--- src/rtl/fib_seq_engine.sv ---
// Fibonacci sequence engine: on start, walks F(0)..F(n) and writes either the
// final term (single mode) or every term (stream mode) to a linear address range.
module fib_seq_engine #(
    parameter int unsigned           WIDTH      = 32,
    parameter int unsigned           ADDR_WIDTH = 32,
    parameter logic [ADDR_WIDTH-1:0] BASE_ADDR  = {ADDR_WIDTH{1'b0}}
) (
    input  logic                  clk,
    input  logic                  rst,
    input  logic                  start_i,
    input  logic [WIDTH-1:0]      data_i,
    input  logic                  mode_i,
    output logic                  busy_o,
    output logic [ADDR_WIDTH-1:0] addr_o,
    output logic                  write_en_o,
    output logic [WIDTH-1:0]      data_o,
    output logic                  overflow_o,
    output logic                  done_o
);

    localparam logic [0:0] ST_IDLE = 1'b0;
    localparam logic [0:0] ST_RUN  = 1'b1;

    localparam logic [WIDTH-1:0] ZERO_W = {WIDTH{1'b0}};
    localparam logic [WIDTH-1:0] ONE_W  = {{(WIDTH-1){1'b0}}, 1'b1};

    logic [0:0]            state_r;
    logic [WIDTH-1:0]      n_r;
    logic                  mode_r;
    logic [WIDTH-1:0]      i_r;
    logic [WIDTH-1:0]      a_r;
    logic [WIDTH-1:0]      b_r;
    logic                  fa_r;
    logic                  fb_r;

    logic                  busy_r;
    logic [ADDR_WIDTH-1:0] addr_r;
    logic                  write_en_r;
    logic [WIDTH-1:0]      data_r;
    logic                  overflow_r;
    logic                  done_r;

    logic [WIDTH:0]        sum_s;
    logic                  last_s;
    logic                  write_s;
    logic [ADDR_WIDTH-1:0] addr_next_s;
    logic                  fb_next_s;

    // Next-term arithmetic, termination test and write address for the current index
    always_comb begin
        sum_s       = {1'b0, a_r} + {1'b0, b_r};
        last_s      = 1'b0;
        write_s     = 1'b0;
        addr_next_s = BASE_ADDR;
        // Overflow is sticky: once a term has wrapped, all later terms are wrong too
        fb_next_s   = sum_s[WIDTH] | fa_r | fb_r;
        // Termination is decided before i increments, so n = 2^WIDTH-1 still ends
        if (i_r == n_r) begin
            last_s = 1'b1;
        end else begin
            last_s = 1'b0;
        end
        if (mode_r || last_s) begin
            write_s = 1'b1;
        end else begin
            write_s = 1'b0;
        end
        if (mode_r) begin
            addr_next_s = BASE_ADDR + ADDR_WIDTH'(i_r);
        end else begin
            addr_next_s = BASE_ADDR;
        end
    end

    // Control FSM, sequence state and registered write-port outputs
    always_ff @(posedge clk) begin
        if (rst) begin
            state_r    <= ST_IDLE;
            n_r        <= ZERO_W;
            mode_r     <= 1'b0;
            i_r        <= ZERO_W;
            a_r        <= ZERO_W;
            b_r        <= ZERO_W;
            fa_r       <= 1'b0;
            fb_r       <= 1'b0;
            busy_r     <= 1'b0;
            addr_r     <= BASE_ADDR;
            write_en_r <= 1'b0;
            data_r     <= ZERO_W;
            overflow_r <= 1'b0;
            done_r     <= 1'b0;
        end else begin
            case (state_r)
                ST_IDLE: begin
                    write_en_r <= 1'b0;
                    done_r     <= 1'b0;
                    if (start_i) begin
                        n_r     <= data_i;
                        mode_r  <= mode_i;
                        i_r     <= ZERO_W;
                        a_r     <= ZERO_W;
                        b_r     <= ONE_W;
                        fa_r    <= 1'b0;
                        fb_r    <= 1'b0;
                        busy_r  <= 1'b1;
                        state_r <= ST_RUN;
                    end else begin
                        busy_r  <= 1'b0;
                        state_r <= ST_IDLE;
                    end
                end
                ST_RUN: begin
                    if (write_s) begin
                        write_en_r <= 1'b1;
                        addr_r     <= addr_next_s;
                        data_r     <= a_r;
                        overflow_r <= fa_r;
                    end else begin
                        write_en_r <= 1'b0;
                    end
                    if (last_s) begin
                        done_r  <= 1'b1;
                        busy_r  <= 1'b0;
                        state_r <= ST_IDLE;
                    end else begin
                        done_r  <= 1'b0;
                        busy_r  <= 1'b1;
                        a_r     <= b_r;
                        b_r     <= sum_s[WIDTH-1:0];
                        fa_r    <= fb_r;
                        fb_r    <= fb_next_s;
                        i_r     <= i_r + ONE_W;
                        state_r <= ST_RUN;
                    end
                end
                default: begin
                    state_r    <= ST_IDLE;
                    busy_r     <= 1'b0;
                    write_en_r <= 1'b0;
                    done_r     <= 1'b0;
                end
            endcase
        end
    end

    assign busy_o     = busy_r;
    assign addr_o     = addr_r;
    assign write_en_o = write_en_r;
    assign data_o     = data_r;
    assign overflow_o = overflow_r;
    assign done_o     = done_r;

endmodule

--- config.mk ---
export PLATFORM = sky130hd
export DESIGN_NAME = fib_seq_engine
export DESIGN_NICKNAME = d
export VERILOG_FILES = /design/src/rtl/fib_seq_engine.sv
export SDC_FILE = /design/constraint.sdc
export NUM_CORES = 1
export LEC_CHECK = 0
export ABC_AREA = 1
export CAP_MARGIN = 20
export CORE_AREA = 4 4 125 187
export CTS_CLUSTER_SIZE = 28
export DETAILED_ROUTE_END_ITERATION = 8
export DIE_AREA = 0 0 129 191
export GPL_ROUTABILITY_DRIVEN = 0
export GPL_TIMING_DRIVEN = 0
export PLACE_DENSITY = 0.78
export SLEW_MARGIN = 20
export SYNTH_ARGS = -nofsm -noshare
export SYNTH_HDL_FRONTEND = slang
export SYNTH_SLANG_ARGS = --single-unit
--- constraint.sdc ---
create_clock -name clk -period 1.8 [get_ports clk]
set_input_delay 0.36 -clock clk [delete_from_list [all_inputs] [get_ports clk]]
set_output_delay 0.36 -clock clk [all_outputs]
set_load 0.03 [all_outputs]
Yosys cells after proc, flatten, opt, wreduce, memory -nomap -nowiden:

Index checks and enable logic that the tools add are counted.
W data, S select, Z words.

* bits in registers: 199
* bits in latches: 0
* memory bits (writable): 0
* ROM bits: 0
* bits of input ports: 36
* output and inout port bits: 68
* word-level logic and storage cells: 48
* memories: 0

* $add $sub $neg: 2
* multipliers: 0
* divide/modulo/power cells: 0
* $lt $le $gt $ge: 0
* eq/ne operators: 3
* shift operators: 0
* mux-type cells: 23
* bitwise logic cells: 3
* reduce and logical (&&, ||, !) cells: 4

Operators by type and width (count)
* $mux W32: 6
* $pmux W32 S2: 3
* $add A32 B32 Y33: 1
* $add A32 B1 Y32 const B: 1
* $eq A32 B32 Y1: 1
* $pmux W1 S2: 5
* $mux W1: 9
* $reduce_and A2 Y1: 3
* $ne A2 B2 Y1 const B: 2
* $or A1 B1 Y1: 2
* $logic_or A1 B1 Y1: 1
* $not A1 Y1: 1

Longest topological paths before layout:

* depth after elaboration: 6
* depth in mapped cells: 15
* mapped depth without buffers: 14

Least setup slack after synthesis:

No wires, ideal clock.

* path kind: register -> register
* start: reg, netlist name busy_o
* end: reg a_r[10]
* library setup time: 0.070 ns
* arrival time: 1.738 ns
* data required time: 1.730 ns
* slack: -0.009 ns
* cell stages (with the launch flop): 9
* buffers on the path: 4
* clock period less this slack: 1.809 ns
* cell sequence: dfxtp_1 buf_2 inv_2 nand2_1 buf_2 buf_2 clkbuf_1 nand3_1 a21oi_1

RTL lines
* end signal: assignment: RTL line 128 `a_r <= b_r;`
* end: declaration: RTL line 31 `logic [WIDTH-1:0] a_r;`

Worst setup path in the final report:

* start: reg n_r[6]
* end: reg i_r[4]

* cells in the longest elaborated chain, start to end: 4

RTL lines
* start: declaration: RTL line 28 `logic [WIDTH-1:0] n_r;`
* start signal: assignment: RTL line 98 `n_r <= data_i;`
* $eq A32 B32 Y1: RTL line 58 `if (i_r == n_r) begin`
* $mux W1: RTL line 58
* $ne A2 B2 Y1 (no source line)
* $reduce_and A2 Y1 (no source line)
* end signal: assignment: RTL line 132 `i_r <= i_r + ONE_W;`
* end: declaration: RTL line 30 `logic [WIDTH-1:0] i_r;`

No other way between the ends.
A chain may end at the register's enable or synchronous reset.

==> flow_metrics.py <==
metrics = {
    "sta": {
        "max_freq_ghz": 0.449,
        "report.final.setup_viol": 232,
        "clock_skew_ps": 15.3,
        "worst_pin_slew_ps": 990,
        "maxSlewHeadroom_pct": 34.0,
        "finalCritPeriodShare_pct": 124,
        "timing.final.ws_setup_ps": -428,
        "rsz0062_at_grt": "yes",
        "hold_viol": 0,
        "period_needed_ps": 2230,
        "drv_slew": 0,
    },
    "cells_and_area": {
        "drive_gt1_share_pct": 29.1,
        "nFillCells": 1315,
        "nets": 2073,
        "final_cells": 2287,
        "final_common_cell": "nand2_1",
        "final_cell_mix": "nand2_1 (482), nor2_1 (203), inv_1 (183)",
        "design_area_um2": 16600,
        "antennaDiodeCount": 0,
        "area_delta_synth_final_pct": 46.1,
        "fin_util_pct": 76.9,
    },
    "detailed_routing": {
        "wirelength_um": 47900,
        "drc": 4,
        "vias_per_cell": 6.09,
        "detail_route.first_pass.iterations": 9,
        "drt-initial-drc-count": 1785,
        "wl_per_cell_um": 20.9,
        "vias": 13925,
        "ant_nets": 0,
    },
    "logic_synthesis": {
        "yosysWarnings": 0,
        "synth_area_um2": 11400,
        "synth.top_cell.area_share_pct": 35.0,
        "synthCells": 1820,
        "syn_area_per_cell_um2": 6.26,
        "synth_seq_cells": 199,
        "ys_seq_area_share_pct": 35.0,
        "yosysUniqueCellTypes": 30,
        "synth_fp_nets": 1890,
        "synth.area.top_cells": "dfxtp_1 (35%), nand2_1 (19%), nor2_1 (7.7%)",
        "synth.largest_area_cell": "dfxtp_1",
    },
    "global_route": {
        "grt_max_degree": 17,
        "grt_usage_pct": 29.7,
        "grt_overflow": 0,
        "first_global_vias": 11828,
        "antenna_found_initial": 0,
        "grt_pass1_wl_um": 57700,
    },
    "clocking": {
        "clk_pin_slew_ps": 80,
        "cts_tree": "done",
        "worst_skew_pair.late_latency_ps": 470,
        "cts.sinks": 199,
        "ctsHtreeMaxLevel": 4,
        "cts_hold_buf": 0,
        "cts.path.max_buffers": 2,
        "cts_root_buf": "clkbuf_16",
        "cts_buffers": 17,
    },
    "hold_path": {
        "min_path_type": "flip-flop to flip-flop",
    },
    "run_status": {
        "violations": "DRC, setup timing",
        "status": "finished with violations",
    },
    "power": {
        "power_frac_clock_pct": 38.9,
        "p_total_w": 0.0105,
        "netSwitchingPower_w": 0.00306,
        "combPwrFrac_pct": 17.3,
        "ir_worst_vdd_v": 0.000676,
        "leakagePower_nw": 7.30,
        "sw_frac_of_total_pct": 29.1,
        "intPower_w": 0.00745,
        "pwr-share-seq_pct": 43.8,
        "power_density_nw_per_um2": 631,
    },
    "worst_setup_path": {
        "critPathLaunchType": "flip-flop",
        "worstPathArrival_ps": 2600,
        "crit_fanout": 7,
        "crit_required_ps": 2170,
        "critPathKind": "flip-flop to flip-flop",
        "cp-end-kind": "flip-flop",
    },
    "placed_design": {
        "dp_slack_ps": -639,
        "port-buffer-count": 102,
        "hpwl_um": 26900,
        "place_area_um2": 12800,
        "dpl.cell_count": 2194,
    },
    "floorplanning": {
        "die_width_um": 129,
        "start_util_pct": 52.7,
        "row_count": 66,
        "io_pins": 104,
        "dieHeight_um": 191,
        "core_um2": 21600,
        "die-area_um2": 24600,
    },
    "job": {
        "cap_violations": 0,
    },
}
state kept, by name (all words and copies together) (netlist names):
signal,count
busy_o,1
done_o,1
write_en_o,1
overflow_o,1
fb_r,1
b_r,32
addr_o,32
a_r,32
data_o,32
fa_r,1
n_r,32
i_r,32
mode_r,1
worst max-delay path, stage by stage, from the launching register on:
cell	delay (ps)
dfxtp_1	380
inv_1	90
nand2_1	90
nand2_2	80
inv_1	60
nand2_1	80
nor2_2	200
nand2_2	150
nor2_2	120
nand2_2	80
nand2_4	160
buf_12	180
buf_8	130
nand3_1	90
a21oi_1	220
area by class of cell:
| class | instances | area [um^2] | area share (%) |
|---|---|---|---|
| inverters | 207 | 793 | 4.77 |
| repair buffers | 173 | 1960 | 11.8 |
| clock buffers | 22 | 464 | 2.79 |
| well taps | 272 | 340 | 2.04 |
| flip-flops and latches | 199 | 4120 | 24.7 |
| plain buffers | 87 | 771 | 4.63 |
| multi-input cells | 1318 | 8060 | 48.4 |
| clock inverters | 9 | 140 | 0.842 |
synth_stat cells, drive strengths merged:
library cell	instances
nand2	567
nor2	235
inv	207
dfxtp	199
nand3	165
a21oi	150
buf	53
nand3b	50
clkbuf	43
o21ai	37
ha	33
nor3	23
xor2	19
xnor2	16
nand4	14
or2	3
a21o	1
and2	1
and3	1
fa	1
nor4	1
o21bai	1
path summary, 6_finish.rpt:
kind | from | to | slack (ps) | cells past startpoint
hold reg to reg | n_r[22] | n_r[22] | 480 | 2
hold / removal | n_r[22] | n_r[22] | 480 | 2
setup / recovery | n_r[6] | i_r[4] | -430 | 14
setup reg to reg | n_r[6] | i_r[4] | -430 | 14
per-stage QoR:
stage / hold slack, ps / setup TNS [ps]
floorplan: 444 / -175
global placement: 454 / -79960
finish: 477 / -54590
detailed placement: 464 / -81860
CTS: 473 / -14390
global route: 495 / -62770
power by group through the flow:
| stage | combinational (W) | clock (W) | sequential (W) |
|---|---|---|---|
| 2_1_floorplan | 0.000637 | 0 | 0.00475 |
| 3_3_place_gp | 0.00112 | 0 | 0.00469 |
| 3_5_place_dp | 0.00114 | 0 | 0.00470 |
| 4_1_cts | 0.00127 | 0.00404 | 0.00460 |
| 5_1_grt | 0.00188 | 0.00423 | 0.00461 |
| 6_report | 0.00182 | 0.00409 | 0.00460 |
cell families (layout without fill, tap and decap cells):
| group | Yosys count | count (layout) | synth area share, % |
|---|---|---|---|
| flip-flops | 199 | 199 | 35.0 |
| XOR/XNOR | 35 | 35 | 2.69 |
| buffers and inverters | 303 | 498 | 10.9 |
| adder cells (fa/ha/maj) | 34 | 34 | 3.80 |
| AO/OA/AOI/OAI | 189 | 189 | 8.35 |
| AND/OR/NAND/NOR | 1060 | 1060 | 39.3 |
what timing repair did:
action	4_1_cts	5_1_grt
setup buffers	15	38
pin swaps	22	136
cloned	1	17
resized for setup	173	507
endpoints found under the setup margin	265	266
metal layers:
metal | GRT usage, % | vias up | part of all wire (%)
met1 | 29.4 | 6357 | 32
met4 | 22.1 | 0 | 11
li1 | - | 6103 | -
met5 | 0 | - | 0
met2 | 53.9 | 1025 | 48
met3 | 5.45 | 440 | 8.8
(Power assumes the default switching activity.)
